[config.mk]
export PLATFORM = sky130hd
export DESIGN_NAME = axis_route_ctrl_flat
export DESIGN_NICKNAME = d
export VERILOG_FILES = /design/src/rtl/axis_route_ctrl_pkg.sv /design/src/rtl/axis_route_ctrl_if.sv /design/src/rtl/axis_route_ctrl_route_slot.sv /design/src/rtl/axis_route_ctrl.sv /design/src/flat_wrapper.sv
export SDC_FILE = /design/constraint.sdc
export NUM_CORES = 1
export LEC_CHECK = 0
export ABC_AREA = 1
export CAP_MARGIN = 20
export CORE_MARGIN = 2
export CORE_UTILIZATION = 25
export DETAILED_ROUTE_END_ITERATION = 10
export GPL_ROUTABILITY_DRIVEN = 0
export HOLD_SLACK_MARGIN = 0.1
export PLACE_DENSITY = 0.53
export SLEW_MARGIN = 20
export SYNTH_ARGS = -nofsm -noshare
export SYNTH_HDL_FRONTEND = slang
export SYNTH_SLANG_ARGS = --single-unit
[constraint.sdc]
create_clock -name aclk -period 15.8 [get_ports aclk]
set_input_delay 3.95 -clock aclk [delete_from_list [all_inputs] [get_ports aclk]]
set_output_delay 3.95 -clock aclk [all_outputs]
set_load 0.05 [all_outputs]
[src/rtl/axis_route_ctrl_pkg.sv]
// axis_route_ctrl_pkg: shared types and helpers for the route controller.
//   route_t      - 8-bit route vector {rsvd, dtu_dest, host_dest}
//   slot_state_e - per-region update state (idle / pending)
//   popcount8    - number of set bits in an 8-bit vector
package axis_route_ctrl_pkg;

  localparam int ROUTE_BITS = 8;
  localparam int N_REGIONS  = 4;

  typedef struct packed {
    logic [3:0] rsvd;
    logic [1:0] dtu_dest;
    logic [1:0] host_dest;
  } route_t;

  typedef enum logic [0:0] {
    SLOT_IDLE = 1'b0,
    SLOT_PEND = 1'b1
  } slot_state_e;

  function automatic logic [3:0] popcount8(input logic [7:0] vec);
    logic [3:0] sum;
    sum = 4'd0;
    for (int i = 0; i < 8; i++) begin
      sum = sum + {3'd0, vec[i]};
    end
    return sum;
  endfunction

endpackage

[src/rtl/axis_route_ctrl_if.sv]
// axis_route_ctrl_if: control-path route update channel plus the snooped
// per-region host/dtu stream handshakes.
//   cfg_valid/cfg_ready/cfg_region/cfg_route - update request handshake
//   host_t*/dtu_t*                           - per-region sink handshakes
// modport master: control path and stream environment
// modport slave : the route controller
interface axis_route_ctrl_if
  import axis_route_ctrl_pkg::*;
#(
  parameter int N_ID = N_REGIONS
) ();

  localparam int RB = (N_ID > 1) ? $clog2(N_ID) : 1;

  logic            cfg_valid;
  logic            cfg_ready;
  logic [RB-1:0]   cfg_region;
  route_t          cfg_route;
  logic [N_ID-1:0] host_tvalid;
  logic [N_ID-1:0] host_tready;
  logic [N_ID-1:0] host_tlast;
  logic [N_ID-1:0] dtu_tvalid;
  logic [N_ID-1:0] dtu_tready;
  logic [N_ID-1:0] dtu_tlast;

  modport master (
    output cfg_valid, cfg_region, cfg_route,
    output host_tvalid, host_tready, host_tlast,
    output dtu_tvalid, dtu_tready, dtu_tlast,
    input  cfg_ready
  );

  modport slave (
    input  cfg_valid, cfg_region, cfg_route,
    input  host_tvalid, host_tready, host_tlast,
    input  dtu_tvalid, dtu_tready, dtu_tlast,
    output cfg_ready
  );

endinterface

[src/rtl/axis_route_ctrl_route_slot.sv]
// axis_route_ctrl_route_slot: one region's route holder. Latches an update,
// waits until both streams are between packets, then commits it.
//   aclk, areset          - clock, async active-high reset
//   cfg_we, cfg_route     - accepted update for this region
//   host_t*, dtu_t*       - snooped sink handshakes of this region
//   tmo_clr               - clears the sticky timeout flag
//   route                 - committed route (registered)
//   pending, tmo_err      - update waiting / update stuck too long
//   commit                - single-cycle strobe in the commit cycle
module axis_route_ctrl_route_slot
  import axis_route_ctrl_pkg::*;
#(
  parameter logic [ROUTE_BITS-1:0] ROUTE_RST  = 8'h00,
  parameter int                    TMO_CYCLES = 4096,
  parameter int                    TMO_BITS   = 16
) (
  input  logic   aclk,
  input  logic   areset,
  input  logic   cfg_we,
  input  route_t cfg_route,
  input  logic   host_tvalid,
  input  logic   host_tready,
  input  logic   host_tlast,
  input  logic   dtu_tvalid,
  input  logic   dtu_tready,
  input  logic   dtu_tlast,
  input  logic   tmo_clr,
  output route_t route,
  output logic   pending,
  output logic   tmo_err,
  output logic   commit
);

  localparam logic [TMO_BITS-1:0] TMO_MAX = TMO_BITS'(TMO_CYCLES);

  slot_state_e         state_r;
  slot_state_e         state_nxt_s;
  route_t              pend_route_r;
  route_t              route_r;
  logic                in_pkt_host_r;
  logic                in_pkt_dtu_r;
  logic                tmo_err_r;
  logic [TMO_BITS-1:0] tmo_cnt_r;
  logic [TMO_BITS-1:0] tmo_cnt_nxt_s;
  logic                host_hs_s;
  logic                dtu_hs_s;
  logic                boundary_s;
  logic                commit_s;
  logic                tmo_set_s;

  assign host_hs_s = host_tvalid & host_tready;
  assign dtu_hs_s  = dtu_tvalid & dtu_tready;

  // A first/middle beat handshaking this cycle also blocks: that packet must
  // go out entirely with the old route. A closing beat does not block.
  assign boundary_s = !in_pkt_host_r && !in_pkt_dtu_r &&
                      !(host_hs_s && !host_tlast) &&
                      !(dtu_hs_s && !dtu_tlast);

  // Next state, commit strobe and timeout counter update
  always_comb begin
    state_nxt_s   = state_r;
    commit_s      = 1'b0;
    tmo_cnt_nxt_s = {TMO_BITS{1'b0}};
    tmo_set_s     = 1'b0;
    case (state_r)
      SLOT_IDLE: begin
        if (cfg_we) begin
          state_nxt_s = SLOT_PEND;
        end else begin
          state_nxt_s = SLOT_IDLE;
        end
      end
      SLOT_PEND: begin
        if (boundary_s) begin
          state_nxt_s = SLOT_IDLE;
          commit_s    = 1'b1;
        end else begin
          state_nxt_s = SLOT_PEND;
          if (tmo_cnt_r >= TMO_MAX) begin
            tmo_cnt_nxt_s = TMO_MAX;
          end else begin
            tmo_cnt_nxt_s = tmo_cnt_r + TMO_BITS'(1);
          end
          // Re-asserted every cycle while saturated, so a clear cannot
          // drop the flag while the update is still stuck.
          tmo_set_s = (tmo_cnt_nxt_s == TMO_MAX);
        end
      end
      default: begin
        state_nxt_s = SLOT_IDLE;
      end
    endcase
  end

  // State register and timeout counter
  always_ff @(posedge aclk or posedge areset) begin
    if (areset) begin
      state_r   <= SLOT_IDLE;
      tmo_cnt_r <= {TMO_BITS{1'b0}};
    end else begin
      state_r   <= state_nxt_s;
      tmo_cnt_r <= tmo_cnt_nxt_s;
    end
  end

  // Pending and committed route registers
  always_ff @(posedge aclk or posedge areset) begin
    if (areset) begin
      pend_route_r <= route_t'(8'h00);
      route_r      <= route_t'(ROUTE_RST);
    end else begin
      if (cfg_we && (state_r == SLOT_IDLE)) begin
        pend_route_r <= cfg_route;
      end
      if (commit_s) begin
        route_r <= pend_route_r;
      end
    end
  end

  // In-packet tracking; a single-beat packet leaves the flag clear
  always_ff @(posedge aclk or posedge areset) begin
    if (areset) begin
      in_pkt_host_r <= 1'b0;
      in_pkt_dtu_r  <= 1'b0;
    end else begin
      if (host_hs_s) begin
        in_pkt_host_r <= !host_tlast;
      end
      if (dtu_hs_s) begin
        in_pkt_dtu_r <= !dtu_tlast;
      end
    end
  end

  // Sticky timeout flag; set has priority over clear
  always_ff @(posedge aclk or posedge areset) begin
    if (areset) begin
      tmo_err_r <= 1'b0;
    end else if (tmo_set_s) begin
      tmo_err_r <= 1'b1;
    end else if (tmo_clr) begin
      tmo_err_r <= 1'b0;
    end
  end

  assign route   = route_r;
  assign pending = (state_r == SLOT_PEND);
  assign tmo_err = tmo_err_r;
  assign commit  = commit_s;

endmodule

[src/rtl/axis_route_ctrl.sv]
// axis_route_ctrl: produces the per-region route vectors for the vFPGA data
// switch, applying control-path updates only at packet boundaries.
//   aclk, areset - clock, async active-high reset
//   bus          - cfg request channel and snooped stream handshakes
//   route_out    - committed route per region (registered)
//   pending      - per-region update waiting for a boundary
//   tmo_err      - per-region sticky timeout flag, tmo_clr clears it
//   commit_cnt   - total committed updates, wrapping
module axis_route_ctrl
  import axis_route_ctrl_pkg::*;
#(
  parameter int                    N_ID       = N_REGIONS,
  parameter logic [ROUTE_BITS-1:0] ROUTE_RST  = 8'h00,
  parameter int                    TMO_CYCLES = 4096,
  parameter int                    TMO_BITS   = 16
) (
  input  logic                 aclk,
  input  logic                 areset,
  axis_route_ctrl_if.slave     bus,
  output route_t [N_ID-1:0]    route_out,
  output logic   [N_ID-1:0]    pending,
  output logic   [N_ID-1:0]    tmo_err,
  input  logic   [N_ID-1:0]    tmo_clr,
  output logic   [31:0]        commit_cnt
);

  localparam int RB = (N_ID > 1) ? $clog2(N_ID) : 1;

  logic [N_ID-1:0] pending_s;
  logic [N_ID-1:0] commit_s;
  logic [N_ID-1:0] cfg_we_s;
  logic            sel_pend_s;
  logic            cfg_fire_s;
  logic [31:0]     commit_cnt_r;

  // Pending flag of the addressed region; an unpopulated region reads idle
  // so a request to it is accepted and dropped rather than stalling.
  always_comb begin
    sel_pend_s = 1'b0;
    for (int i = 0; i < N_ID; i++) begin
      sel_pend_s = sel_pend_s | (pending_s[i] & (bus.cfg_region == RB'(i)));
    end
  end

  assign bus.cfg_ready = !areset && !sel_pend_s;
  assign cfg_fire_s    = bus.cfg_valid && bus.cfg_ready;

  // Decode the accepted request into a per-region write strobe
  always_comb begin
    cfg_we_s = {N_ID{1'b0}};
    for (int i = 0; i < N_ID; i++) begin
      cfg_we_s[i] = cfg_fire_s & (bus.cfg_region == RB'(i));
    end
  end

  for (genvar g = 0; g < N_ID; g++) begin : g_slot
    axis_route_ctrl_route_slot #(
      .ROUTE_RST  (ROUTE_RST),
      .TMO_CYCLES (TMO_CYCLES),
      .TMO_BITS   (TMO_BITS)
    ) u_slot (
      .aclk        (aclk),
      .areset      (areset),
      .cfg_we      (cfg_we_s[g]),
      .cfg_route   (bus.cfg_route),
      .host_tvalid (bus.host_tvalid[g]),
      .host_tready (bus.host_tready[g]),
      .host_tlast  (bus.host_tlast[g]),
      .dtu_tvalid  (bus.dtu_tvalid[g]),
      .dtu_tready  (bus.dtu_tready[g]),
      .dtu_tlast   (bus.dtu_tlast[g]),
      .tmo_clr     (tmo_clr[g]),
      .route       (route_out[g]),
      .pending     (pending_s[g]),
      .tmo_err     (tmo_err[g]),
      .commit      (commit_s[g])
    );
  end

  // Commit counter; several regions may commit in one cycle (N_ID <= 8)
  always_ff @(posedge aclk or posedge areset) begin
    if (areset) begin
      commit_cnt_r <= 32'd0;
    end else begin
      commit_cnt_r <= commit_cnt_r + {28'd0, popcount8(8'(commit_s))};
    end
  end

  assign pending    = pending_s;
  assign commit_cnt = commit_cnt_r;

endmodule

[src/flat_wrapper.sv]
// flat-port wrapper written by rule: the top's interface ports become plain ports
module axis_route_ctrl_flat import axis_route_ctrl_pkg::*;
#(
  parameter int                    N_ID       = N_REGIONS,
  parameter logic [ROUTE_BITS-1:0] ROUTE_RST  = 8'h00,
  parameter int                    TMO_CYCLES = 4096,
  parameter int                    TMO_BITS   = 16
)
  (aclk, areset, route_out, pending, tmo_err, tmo_clr, commit_cnt, bus_cfg_valid, bus_cfg_region, bus_cfg_route, bus_host_tvalid, bus_host_tready, bus_host_tlast, bus_dtu_tvalid, bus_dtu_tready, bus_dtu_tlast, bus_cfg_ready);
  axis_route_ctrl_if #(.N_ID(N_ID)) bus_i ();
  input  logic aclk;
  input  logic areset;
  output route_t [N_ID-1:0] route_out;
  output logic   [N_ID-1:0] pending;
  output logic   [N_ID-1:0] tmo_err;
  input  logic   [N_ID-1:0] tmo_clr;
  output logic   [31:0] commit_cnt;
  input wire logic [$bits(bus_i.cfg_valid)-1:0] bus_cfg_valid;
  input wire logic [$bits(bus_i.cfg_region)-1:0] bus_cfg_region;
  input wire logic [$bits(bus_i.cfg_route)-1:0] bus_cfg_route;
  input wire logic [$bits(bus_i.host_tvalid)-1:0] bus_host_tvalid;
  input wire logic [$bits(bus_i.host_tready)-1:0] bus_host_tready;
  input wire logic [$bits(bus_i.host_tlast)-1:0] bus_host_tlast;
  input wire logic [$bits(bus_i.dtu_tvalid)-1:0] bus_dtu_tvalid;
  input wire logic [$bits(bus_i.dtu_tready)-1:0] bus_dtu_tready;
  input wire logic [$bits(bus_i.dtu_tlast)-1:0] bus_dtu_tlast;
  output wire logic [$bits(bus_i.cfg_ready)-1:0] bus_cfg_ready;
  assign bus_i.cfg_valid = bus_cfg_valid;
  assign bus_i.cfg_region = bus_cfg_region;
  assign bus_i.cfg_route = bus_cfg_route;
  assign bus_i.host_tvalid = bus_host_tvalid;
  assign bus_i.host_tready = bus_host_tready;
  assign bus_i.host_tlast = bus_host_tlast;
  assign bus_i.dtu_tvalid = bus_dtu_tvalid;
  assign bus_i.dtu_tready = bus_dtu_tready;
  assign bus_i.dtu_tlast = bus_dtu_tlast;
  assign bus_cfg_ready = bus_i.cfg_ready;
  axis_route_ctrl #(.N_ID(N_ID), .ROUTE_RST(ROUTE_RST), .TMO_CYCLES(TMO_CYCLES), .TMO_BITS(TMO_BITS)) u_core (.aclk(aclk), .areset(areset), .bus(bus_i), .route_out(route_out), .pending(pending), .tmo_err(tmo_err), .tmo_clr(tmo_clr), .commit_cnt(commit_cnt));
endmodule
Yosys cells after proc, flatten, opt, wreduce, memory -nomap -nowiden
Index checks and enable logic that the tools add are counted. Widths: inputs -> output; s select.

Output and inout port bits: 73. Logic and storage cells: 200. Register bits: 176.

Bitwise gates (word level): 23. Reduce and logical (&&, ||, !) cells: 57. Magnitude comparators: 4. Muxes and demuxes: 56. Add/sub/neg operators: 8. Equality and inequality tests: 7.

Operators with widths (number): $mux 16 (20); $add 16x1->16 const B (4); $eq 16x13->1 const B (4); $ge 16x13->1 const B (4); $add 32x4->32 (1); $mux 1 (32); $logic_and 1x1->1 (26); $logic_not 1->1 (26); $and 1x1->1 (16); $add 4x1->4 (2); $pmux 1 s2 (4); $reduce_bool 2->1 (4); $eq 2x2->1 const B (2); $not 1->1 (4); $or 1x1->1 (3); $add 1x1->2 (1); $eq 2x1->1 const B (1); $logic_not 2->1 (1).

Depth between registers and ports, before layout
Gate-level depths: netlist of run 1.

Depth after elaboration: 11. Mapped depth: 19.

Hierarchy
A second synthesis of run 1 with hierarchy kept.

Cells, all modules: 975. Area total of the unflattened synthesis: 8664.6 µm².

By module, submodules not included: axis_route_ctrl_route_slot (instances 4, cells each 180, area an instance 1702.9 µm², seq. area each 900.9 µm²); axis_route_ctrl (instances 1, cells each 255, area an instance 1853.0 µm², seq. area each 800.8 µm²).

Worst setup path after synthesis of run 1
Ideal clock, no wire load.

Path type: input-to-output. Start point: in areset. End point: out bus_cfg_ready. Data required time: 11.850 ns. Cell stages on the path: 4. Buffers on the path: 1. Data arrival time: 9.434 ns. Path slack: 2.416 ns. Cells stage by stage: inv_1 o21ai_0 a211oi_4 buf_6.

Word-level cells in the longest chain between the ends: 2.

Ends and longest elaborated chain: from (decl) (line flat_wrapper.sv:12) `input logic areset;`; $logic_not 1->1 (line axis_route_ctrl.sv:45) `assign bus.cfg_ready = !areset && !sel_pend_s;`; $logic_and 1x1->1 (line axis_route_ctrl.sv:45); to (decl) (line flat_wrapper.sv:27) `output wire logic [$bits(bus_i.cfg_ready)-1:0] bus_cfg_ready;`.

Every way passes these cells.

Final worst setup path of run 1
Ends and elaborated chain as after synthesis.

==> flow_metrics.env, run 1 <==
export IMPL_outcome="finished clean"
export IMPL_p_switching_mw=0.4957
export IMPL_ff_latch_area_sq_um=4404
export IMPL_layout_commonest_cell="nand2_1"
export IMPL_clock_path_buffers=2
export IMPL_drive_above_1_share_pct=5.764
export IMPL_core_area_sq_um=32370
export IMPL_dieWidth_um=184.9
export IMPL_cpMaxStageDelayCell="clkdlybuf4s50_1"
export IMPL_reg2reg_from="u_core.g_slot[2].u_slot.in_pkt_dtu_r"
export IMPL_ys_ff_latch=176
export IMPL_pre_cts_ws_ns=5.570
export IMPL_r2r_slack_ns=11.80
export IMPL_leakagePower_nw=4.894
export IMPL_dr_pass1_iters=6
export IMPL_r2r_end="u_core.commit_cnt[26]"
export IMPL_tightest_slew_ns=0.7121
export IMPL_cts_sinks=176
export IMPL_syn2layout_area_growth_pct=27.18
export IMPL_multi_input_area_sq_um=3308
export IMPL_cts_clk_slew_worst_paths_ns=0.07
export IMPL_post_route_util_pct=32.16
export IMPL_ant_nets=0
export IMPL_worstRegToRegCells=17
export IMPL_crit_path_max_incr_delay_ns=0.85
export IMPL_grt_usage_pct=11.85
export IMPL_swShare_pct=35.71
export IMPL_crit_chain="clkdlybuf4s50_1 > inv_6 > o21ai_0 > a211oi_4 > clkdlybuf4s50_1"
export IMPL_end_kind="output pin"
export IMPL_pin_count=114
export IMPL_grt_pass1_vias=6240
export IMPL_pwr_share_seq_pct=41.1
export IMPL_die_h_um=184.9
export IMPL_wl_um=19390
export IMPL_syn_avg_cell_area_sq_um=8.571
export IMPL_diodes=0
export IMPL_cp_num_buf_inv=3
export IMPL_synthFlopType="dfrtp_1"
export IMPL_rsz0062_at_grt="false"
export IMPL_cp_data_arrival_time_ns=6.23
export IMPL_ys_seq_area_share_pct=53.81
export IMPL_path_common_cell="clkdlybuf4s50_1"
export IMPL_combPwrFrac_pct=28.1
export IMPL_cts_resized=0
export IMPL_hold_viol=0
export IMPL_htreeDepth=4
export IMPL_critPathKind="input pin to output pin"
export IMPL_drv_cap=0
export IMPL_grt_overflow=0
export IMPL_final_nets=1137
export IMPL_drt_iter0_drc=426
export IMPL_p_clk_share_pct=30.8
export IMPL_root_buffer="clkbuf_16"
export IMPL_critPathLaunchType="input pin"
export IMPL_num_rows=66
export IMPL_timing_final_ws_setup_ns=5.619
export IMPL_synth_cell_type_count=31
export IMPL_slew_violations=0
export IMPL_finClkSkew_ns=0.01005
export IMPL_setup_tns_ns=0
export IMPL_peakVddDrop_v=0.00008848
export IMPL_yosys_warnings=0
export IMPL_floorplan_initialDensity_pct=25.29
export IMPL_critPathMaxFanout=48
export IMPL_n_fill_cell=3464
export IMPL_worstSetupStartpoint="areset"
export IMPL_cts_setup_buffers=0
export IMPL_ctsHoldBuffers=0
export IMPL_path_depth=5
export IMPL_hold_slack_ns=0.4709
export IMPL_hpwl_um=14120
export IMPL_drc=0
export IMPL_vias=6553
export IMPL_synth_edff_count=0
export IMPL_cts_buffers=17
export IMPL_port_buffer_count=113
export IMPL_power_density_nw_per_um2=133.3
export IMPL_wire_per_inst_um=12.63
export IMPL_min_period_ns=10.18
export IMPL_fmax_ghz=0.09822
export IMPL_internal_power_mw=0.8923
export IMPL_fin_crit_sh_pct=64.44
export IMPL_hold_path_class="register to register"
export IMPL_mostFrequentLayoutCells="nand2_1, dfrtp_1, nor2_1, clkdlybuf4s50_1, inv_1"
export IMPL_grt_max_degree=131
export IMPL_synthCells=955
export IMPL_setup_violations=0
export IMPL_cts_tree="done"
export IMPL_worstPathRequired_ns=11.85
export IMPL_worstSkewPairLatency_ns=0.43
export IMPL_grt_pass1_wl_um=31940
export IMPL_die_area_sq_um=34200
export IMPL_routed_via_density=4.269
export IMPL_async_reset_ff_share_pct=100.0
export IMPL_crit_path_end="bus_cfg_ready"
export IMPL_slew_limit_headroom_pct=52.53
export IMPL_crit_family="buffers and inverters"
export IMPL_syn_cell_area_sq_um=8185
export IMPL_antenna_found_initial=0
cell type report:
| class | count | share of cell area, % |
|---|---|---|
| Clock buffer | 20 | 4.387 |
| Multi-Input combinational cell | 667 | 31.78 |
| Sequential cell | 176 | 42.31 |
| Tap cell | 442 | 5.312 |
| Clock inverter | 11 | 1.250 |
| Timing Repair Buffer | 116 | 11.20 |
| Inverter | 103 | 3.762 |
cells by family after synthesis:
group                      share of synthesized area (%)
DFF                                                53.81
xor gates and xnor gates                           3.103
buffers and inverters                              6.283
and+or+nand+nor                                    29.50
other                                            0.04581
adders and majority gates                          2.476
muxes                                              2.201
AOI/OAI and AO/OA                                  2.583
registers in the layout, summed over array words and instances (netlist names):
| register | count |
|---|---|
| u_core.g_slot.u_slot.tmo_cnt_r | 64 |
| u_core.g_slot.u_slot.route | 32 |
| u_core.g_slot.u_slot.in_pkt_host_r | 4 |
| u_core.g_slot.u_slot.pending | 4 |
| u_core.g_slot.u_slot.pend_route_r | 32 |
| u_core.g_slot.u_slot.tmo_err | 4 |
| u_core.g_slot.u_slot.in_pkt_dtu_r | 4 |
| u_core.commit_cnt | 32 |
power groups by stage:
stage               clock network [mW]  registers (mW)  logic [mW]
floorplan                            0           0.715       0.111
global placement                     0           0.580       0.394
detailed placement                   0           0.580       0.397
CTS                              0.445           0.573       0.398
global route                     0.459           0.581       0.420
finish                           0.427           0.571       0.390
tightest hold or removal path: cells and delay by family (launching register included):
family	cells	cell delay, ns
AND/OR/NAND/NOR	2	0.10
flip-flops	1	0.34
per-stage QoR:
| step | power (mW) | instance area (sq um) | instances |
|---|---|---|---|
| 6_report | 1.388 | 10410 | 1535 |
| 5_1_grt | 1.460 | 10410 | 1535 |
| 4_1_cts | 1.415 | 10410 | 1535 |
| 3_5_place_dp | 0.9770 | 9823 | 1504 |
| 3_3_place_gp | 0.9736 | 9823 | 1504 |
| 2_1_floorplan | 0.8256 | 8227 | 966 |
cell usage after synthesis, types with 2 or more instances:
cell,number,area share [%]
a211oi_1,3,0.28
a21oi_1,5,0.31
buf_4,8,0.73
buf_6,3,0.41
clkbuf_1,8,0.37
clkinv_1,7,0.32
dfrtp_1,176,54
fa_1,2,0.49
ha_1,13,2.0
inv_1,96,4.4
mux2_2,16,2.2
nand2_1,289,13
nand3_1,76,4.6
nand3_2,4,0.49
nand3b_1,4,0.37
nand4_1,41,3.1
nor2_1,113,5.2
nor2_2,5,0.38
nor3_1,22,1.3
nor4_1,6,0.46
o211ai_1,4,0.37
o21ai_0,12,0.73
o21bai_1,6,0.55
or2_2,2,0.15
xnor2_1,12,1.3
xor2_1,17,1.8
layer usage:
metal  routed length [um]  global-route usage (%)  up-vias
met4                  333                   3.937        0
li1                     -                       -     3292
met5                    0                       0        -
met1                 9101                   15.78     3127
met3                  849                   2.949       18
met2                 9101                   18.82      116
worst min-delay path by stage:
stage                                                       start  cells after the start  slack, ns                                      end
after floorplan           u_core.g_slot[0].u_slot.pend_route_r[0]                      2       0.44  u_core.g_slot[0].u_slot.pend_route_r[0]
after global placement    u_core.g_slot[3].u_slot.pend_route_r[5]                      2       0.46  u_core.g_slot[3].u_slot.pend_route_r[5]
after detailed placement  u_core.g_slot[1].u_slot.pend_route_r[1]                      2       0.46  u_core.g_slot[1].u_slot.pend_route_r[1]
after CTS                 u_core.g_slot[1].u_slot.pend_route_r[1]                      2       0.48  u_core.g_slot[1].u_slot.pend_route_r[1]
after global routing      u_core.g_slot[2].u_slot.pend_route_r[5]                      2       0.48  u_core.g_slot[2].u_slot.pend_route_r[5]
final                     u_core.g_slot[1].u_slot.pend_route_r[6]                      2       0.47  u_core.g_slot[1].u_slot.pend_route_r[6]
No activity file was read; power rests on OpenSTA's default activity.
==> run 2, diff against run 1 <==
PLACE_DENSITY = 0.54   (was 0.53)
clock period = 8.8 ns   (was 15.8 ns; I/O delays follow)
==> flow_metrics.env, run 2 (same netlist as run 1, synthesis figures left out) <==
export IMPL_antenna_found_initial=0
export IMPL_fmax_ghz=0.1588
export IMPL_hpwl_um=14540
export IMPL_die_h_um=184.9
export IMPL_largest_register_ffs=64
export IMPL_slew_limit_headroom_pct=48.17
export IMPL_ant_nets=0
export IMPL_wire_per_inst_um=12.91
export IMPL_routed_via_density=4.239
export IMPL_finClkSkew_ns=0.01230
export IMPL_final_nets=1139
export IMPL_vias=6520
export IMPL_setup_violations=0
export IMPL_critPathKind="input pin to output pin"
export IMPL_grt_usage_pct=12.19
export IMPL_setup_tns_ns=0
export IMPL_layout_commonest_cell="nand2_1"
export IMPL_drc=0
export IMPL_fin_crit_sh_pct=71.55
export IMPL_die_area_sq_um=34200
export IMPL_floorplan_initialDensity_pct=25.29
export IMPL_cpMaxStageDelayCell="clkdlybuf4s50_1"
export IMPL_cts_setup_buffers=0
export IMPL_clock_path_buffers=2
export IMPL_end_kind="output pin"
export IMPL_hold_path_class="register to register"
export IMPL_syn2layout_area_growth_pct=27.35
export IMPL_grt_pass1_vias=6354
export IMPL_final_cells=1538
export IMPL_outcome="finished clean"
export IMPL_grt_pass1_wl_um=32870
export IMPL_tightest_slew_ns=0.7774
export IMPL_diodes=0
export IMPL_critPathLaunchType="input pin"
export IMPL_cts_sinks=176
export IMPL_htreeDepth=4
export IMPL_num_rows=66
export IMPL_grt_max_degree=62
export IMPL_drive_above_1_share_pct=6.022
export IMPL_cp_data_arrival_time_ns=4.10
export IMPL_dieWidth_um=184.9
export IMPL_path_common_cell="clkdlybuf4s50_1"
export IMPL_root_buffer="clkbuf_16"
export IMPL_crit_family="buffers and inverters"
export IMPL_hold_viol=0
export IMPL_drt_iter0_drc=425
export IMPL_crit_chain="clkdlybuf4s50_1 > nor2_2 > nand2_1 > o21ai_2 > a211oi_4 > clkdlybuf4s50_1"
export IMPL_drv_cap=0
export IMPL_grt_overflow=0
export IMPL_cts_buffers=17
export IMPL_core_area_sq_um=32370
export IMPL_min_period_ns=6.296
export IMPL_cp_num_buf_inv=2
export IMPL_cts_clk_slew_worst_paths_ns=0.07
export IMPL_port_buffer_count=113
export IMPL_ctsHoldBuffers=0
export IMPL_cts_resized=0
export IMPL_critPathMaxFanout=10
export IMPL_dr_pass1_iters=5
export IMPL_worstPathRequired_ns=6.60
export IMPL_wl_um=19850
export IMPL_worstSkewPairLatency_ns=0.43
export IMPL_top_register="u_core.g_slot.u_slot.tmo_cnt_r"
export IMPL_peakVddDrop_v=0.0001473
export IMPL_power_density_nw_per_um2=240.5
export IMPL_crit_path_max_incr_delay_ns=0.84
export IMPL_slew_violations=0
export IMPL_cts_tree="done"
export IMPL_placedCellCount=1506
export IMPL_leakagePower_nw=4.902
export IMPL_rsz0062_at_grt="false"
export IMPL_mostFrequentLayoutCells="nand2_1, dfrtp_1, nor2_1, clkdlybuf4s50_1, inv_1"
export IMPL_pin_count=114
## run 2: per-layer routing
layer	GRT usage, %	part of all wire [%]	vias up
met2	19.63	47	123
met3	3.067	5.0	16
li1	-	-	3304
met4	3.524	1.4	0
met5	0	0	-
met1	16.21	47	3077
## run 2: power breakdown
part	internal, mW	leakage, nW	switching, mW	total, mW
Clock	0.430	0.288	0.350	0.780
Sequential	0.936	2.31	0.0961	1.03
Combinational	0.230	2.30	0.464	0.694
Total	1.60	4.90	0.910	2.51
## run 2: path summary, 6_finish.rpt
path                                                         start                                       to  slack [ns]  cells past startpoint
max in group asynchronous                                   areset     u_core.g_slot[1].u_slot.tmo_cnt_r[0]        5.08                      4
setup / recovery                                 bus_cfg_region[1]                            bus_cfg_ready        2.50                      6
hold reg to reg            u_core.g_slot[0].u_slot.pend_route_r[7]  u_core.g_slot[0].u_slot.pend_route_r[7]        0.47                      2
min in group asynchronous                                   areset                     u_core.commit_cnt[8]        2.46                      3
setup reg to reg              u_core.g_slot[3].u_slot.in_pkt_dtu_r                    u_core.commit_cnt[26]        4.84                     17
hold / removal             u_core.g_slot[0].u_slot.pend_route_r[7]  u_core.g_slot[0].u_slot.pend_route_r[7]        0.47                      2
## run 2: tightest hold or removal path: stages, from the launching register on
cell and delay [ns]:
dfrtp_1 0.35, nand2_1 0.05, nand2_1 0.04
## run 2: area by class of cell
cell class / count / area [sq um]
well taps: 442 / 553.0
flip-flops and latches: 176 / 4404
multi-input cells: 667 / 3308
fillers: 3443 / 21950
repair buffers: 118 / 1169
clock buffers: 18 / 429.2
clock inverters: 14 / 170.2
inverters: 103 / 390.4
## run 2: through the flow
stage,hold slack [ns],cell area [sq um],worst slack (ns),power (mW),utilization (%)
global placement,0.4485,9824,2.524,1.753,30.35
finish,0.4742,10420,2.504,2.507,32.20
CTS,0.4778,10420,2.498,2.558,32.20
global route,0.4958,10420,2.408,2.640,32.20
floorplan,0.4364,8230,0.9007,1.483,-
detailed placement,0.4567,9824,2.462,1.757,30.35
